### config.mk
export PLATFORM = sky130hd
export DESIGN_NAME = pipe_stage_skid
export DESIGN_NICKNAME = d
export VERILOG_FILES = /design/src/rtl/pipe_stage_skid.sv
export SDC_FILE = /design/constraint.sdc
export NUM_CORES = 1
export LEC_CHECK = 0
export BUFFER_PORTS_ARGS = -buffer_cell sky130_fd_sc_hd__buf_2
export CORE_ASPECT_RATIO = 1.1
export CORE_UTILIZATION = 40
export CTS_CLUSTER_DIAMETER = 100
export DETAILED_ROUTE_END_ITERATION = 12
export SLEW_MARGIN = 30
export SYNTH_ARGS = -nofsm -noshare
export SYNTH_HDL_FRONTEND = slang
export SYNTH_SLANG_ARGS = --single-unit
### constraint.sdc
create_clock -name clk -period 13.6 [get_ports clk]
set_input_delay 1.36 -clock clk [delete_from_list [all_inputs] [get_ports clk]]
set_output_delay 1.36 -clock clk [all_outputs]
set_load 0.01 [all_outputs]
### src/rtl/pipe_stage_skid.sv
// Two-entry pipeline stage with a skid register and registered in_ready.
// Optional downstream-stall counter enabled by defining PIPE_STAGE_STALL_CNT_EN.
module pipe_stage_skid #(
    parameter int PAYLOAD_W   = 197,
    parameter int CTRL_W      = 4,
    parameter int STALL_CNT_W = 16
) (
    input  logic                   clk,
    input  logic                   rst,
    input  logic                   flush,
    input  logic                   in_valid,
    output logic                   in_ready,
    input  logic [PAYLOAD_W-1:0]   in_payload,
    input  logic [CTRL_W-1:0]      in_ctrl,
    output logic                   out_valid,
    input  logic                   out_ready,
    output logic [PAYLOAD_W-1:0]   out_payload,
    output logic [CTRL_W-1:0]      out_ctrl,
    output logic [STALL_CNT_W-1:0] stall_cnt
);

    localparam int ENTRY_W = PAYLOAD_W + CTRL_W;

    typedef enum logic [1:0] {
        EMPTY = 2'd0,
        ONE   = 2'd1,
        TWO   = 2'd2
    } state_t;

    state_t             state;
    state_t             state_next;
    logic               in_ready_q;
    logic [ENTRY_W-1:0] main_q;
    logic [ENTRY_W-1:0] skid_q;
    logic               in_acc;
    logic               out_acc;
    logic               load_main_in;
    logic               load_skid;
    logic               move_skid;

    // Handshake: a transfer happens on a rising edge where valid and ready are
    // both high; valid never waits on ready, and in_ready comes from a flop only.
    assign in_acc  = in_valid & in_ready_q;
    assign out_acc = out_valid & out_ready;

    always_ff @(posedge clk or posedge rst) begin
        if (rst) begin
            state      <= EMPTY;
            in_ready_q <= 1'b0;
        end else begin
            state      <= state_next;
            in_ready_q <= (state_next != TWO);
        end
    end

    always_comb begin
        state_next   = state;
        load_main_in = 1'b0;
        load_skid    = 1'b0;
        move_skid    = 1'b0;
        if (flush) begin
            state_next = EMPTY;
        end else begin
            case (state)
                EMPTY: begin
                    if (in_acc) begin
                        load_main_in = 1'b1;
                        state_next   = ONE;
                    end
                end
                ONE: begin
                    if (in_acc && out_acc) begin
                        load_main_in = 1'b1;
                    end else if (in_acc) begin
                        load_skid  = 1'b1;
                        state_next = TWO;
                    end else if (out_acc) begin
                        state_next = EMPTY;
                    end
                end
                TWO: begin
                    if (out_acc) begin
                        move_skid  = 1'b1;
                        state_next = ONE;
                    end
                end
                default: state_next = EMPTY;
            endcase
        end
    end

    always_comb begin
        out_valid = (state == ONE) || (state == TWO);
        in_ready  = in_ready_q;
        out_ctrl  = out_valid ? main_q[CTRL_W-1:0] : '0;
    end

    assign out_payload = main_q[ENTRY_W-1:CTRL_W];

    // Entries are not cleared on flush; state alone marks them dead.
    always_ff @(posedge clk or posedge rst) begin
        if (rst) begin
            main_q <= '0;
            skid_q <= '0;
        end else begin
            if (load_main_in) begin
                main_q <= {in_payload, in_ctrl};
            end else if (move_skid) begin
                main_q <= skid_q;
            end
            if (load_skid) begin
                skid_q <= {in_payload, in_ctrl};
            end
        end
    end

`ifdef PIPE_STAGE_STALL_CNT_EN
    logic [STALL_CNT_W-1:0] stall_q;
    localparam logic [STALL_CNT_W-1:0] STALL_ONE = {{(STALL_CNT_W-1){1'b0}}, 1'b1};

    always_ff @(posedge clk or posedge rst) begin
        if (rst) begin
            stall_q <= '0;
        end else if (flush) begin
            stall_q <= '0;
        end else if (out_valid && !out_ready && (stall_q != '1)) begin
            stall_q <= stall_q + STALL_ONE;
        end
    end

    assign stall_cnt = stall_q;
`else
    assign stall_cnt = '0;
`endif

endmodule

==> qor.csv <==
metric,value,unit
status,"complete, no violations",
WL/cell,19.4,um
via count,11100,
Yosys top cell area share,0.562,
Worst Path Max Fanout,8,
clock-pin slew on the worst setup and hold paths,60,ps
post-synth top area cell,dfrtp_1,
# IOs,425,
post-CTS sizing,0,
Final nets,1741,
gr usage total,0.182,
Post-CTS Setup Repair Bufs,0,
share of cells above drive strength 1,0.351,
DRT iter0 DRCs,621,
Hold Slack,489,ps
Detailed Route WL,42000,um
final setup fails,0,
Tightest Hold Check Type,flop to flop,
Detailed Place HPWL,26300,um
DRC violations left,0,
Inserted Clock Buffers,45,
Core Area,44500,um2
row count,81,
setup_tns,0,ps
Final Cycle Share,0.239,
clk buf depth,3,
Worst Skew,21.6,ps
# fillers,4066,
drt pass-1 iters,4,
antenna violations before repair,13,
syn avg cell area,13.4,um2
Slew Limit Headroom,0.377,
largest cells by area after synthesis,"dfrtp_1 (56%), a221o_1 (11%), buf_4 (9.8%)",
VDD IR max,0.114,mV
Synth Cell Area,18000,um2
Syn-to-layout area delta,13.5,%
fmax,308,MHz
Period minus WS final,3250,ps
WP data required,12240,ps
critical path type,flop to output port,
Die X,204,um
GR Overflow Total,0,
share of the core filled with cells,0.460,
Seq cells post-synth,405,
CTS tree,built,
Vias/cell,5.17,
port bufs,408,
worst path arrival time,1890,ps
Yosys warnings,0,
gpl congestion,0.737,
max-slew violations,0,
Initial Util,0.405,
power per cell area,203,nW/um2
Cells after Synth,1347,
pin count of the biggest net entering global routing,121,
CP Launch Type,flop,
hold-fix buffer count after cts,0,
Routed Antenna Nets,0,
Worst Tran Pin Value,934,ps
H-tree Lvls,2,
first-pass GRT wire length,65900,um
Max Cap Viol,0,
Crit. End Element,output port,
"Seq/Total Area, Yosys",0.562,
clk_lat worst skew,560,ps
die height,225,um
footprint of the multi-input gates,5870,um2
RSZ-0062 raised after global routing,false,
"Distinct cells, synth",31,
root buf cell,clkbuf_16,
vias in the first global route,11300,
final hold violation count,0,
clk sink count,405,
Die ar.,45900,um2
register area,10100,um2
Leakage,9.80,nW
[cell type report]
cell class | count | share of cell area
antenna | 12 | 0.00147
clock buffer | 63 | 0.0623
clock inverter | 18 | 0.00654
inverter | 3 | 0.000917
multi-input combinational | 653 | 0.287
sequential | 405 | 0.495
tap | 581 | 0.0355
timing repair buffer | 423 | 0.111
[registers in the layout, summed over array words and instances, names as in the netlist]
| signal | cells |
|---|---|
| main_q | 201 |
| skid_q | 201 |
| state | 2 |
| in_ready | 1 |
[power breakdown]
part	total [mW]	internal [mW]	leakage (nW)	switching [mW]
clock network	1.16	0.674	0.706	0.489
registers	1.99	1.71	4.95	0.276
logic	1.00	0.533	4.15	0.470
[cells in the final DEF (no fill, tap or decap), types with 2 or more instances in the layout]
cell and instances:
nand3_1 3, nor2_1 2, inv_6 2, diode_2 12, buf_12 2, a221o_1 201, clkbuf_1 10, clkbuf_8 8
conb_1 16, buf_16 3, mux2_1 153, dfrtp_1 405, and2_1 205, buf_6 7, clkbuf_16 45, ha_1 4
mux2_2 48, nand2_1 4, nor3_4 2, clkinv_2 12, clkinv_4 3, inv_1 2, buf_4 3, buf_2 408
[critical path, cell delays in order, from the launching register on]
cell     delay (ps)
dfrtp_1         420
inv_1            90
ha_1            470
and2_1          190
buf_2           150
[path summary, 6_finish.rpt]
| kind | startpoint | to | slack (ps) | depth (start not counted) |
|---|---|---|---|---|
| hold / removal | skid_q[161] | skid_q[161] | 490 | 1 |
| min in group asynchronous | rst | main_q[98] | 770 | 2 |
| setup / recovery | state[1] | out_ctrl[2] | 10350 | 4 |
| hold reg to reg | skid_q[161] | skid_q[161] | 490 | 1 |
| max in group asynchronous | rst | main_q[60] | 10700 | 5 |
| setup reg to reg | state[0] | main_q[110] | 10520 | 7 |
[cell usage after synthesis (all sizes together)]
| cell | count |
|---|---|
| a22oi | 1 |
| inv | 3 |
| nand2 | 5 |
| mux2 | 201 |
| nand2b | 1 |
| o211ai | 1 |
| a221o | 201 |
| nor3 | 3 |
| buf | 287 |
| o2111ai | 1 |
| xnor2 | 1 |
| nand3 | 4 |
| o21ai | 2 |
| nor2 | 3 |
| conb | 1 |
| ha | 4 |
| clkbuf | 14 |
| nand4 | 1 |
| and2 | 206 |
| dfrtp | 405 |
| a31oi | 2 |
[stage by stage]
| stage | power [mW] | setup slack (ps) | instance area [um2] | instances |
|---|---|---|---|---|
| after floorplan | 2.87 | 974 | 18100 | 1362 |
| after global placement | 2.96 | 9410 | 18900 | 2061 |
| after detailed placement | 3.02 | 9570 | 19000 | 2063 |
| after CTS | 4.21 | 10150 | 20400 | 2144 |
| after global routing | 4.40 | 10240 | 20500 | 2155 |
| final | 4.16 | 10350 | 20500 | 2158 |
[cells by family after synthesis]
| family | synth area share |
|---|---|
| buffers and inverters | 0.116 |
| other | 0.000208 |
| xor gates and xnor gates | 0.000486 |
| and+or+nand+nor | 0.0773 |
| muxes | 0.126 |
| DFF | 0.562 |
| adders and majority gates | 0.00278 |
| AOI/OAI and AO/OA | 0.115 |
[metal layers]
layer,part of all wire,up-vias,global-route usage
met4,0.022,2,0.0672
met3,0.070,59,0.0549
li1,-,5045,-
met2,0.48,316,0.285
met5,0.00031,-,0
met1,0.42,5725,0.237
(Power assumes the default switching activity.)
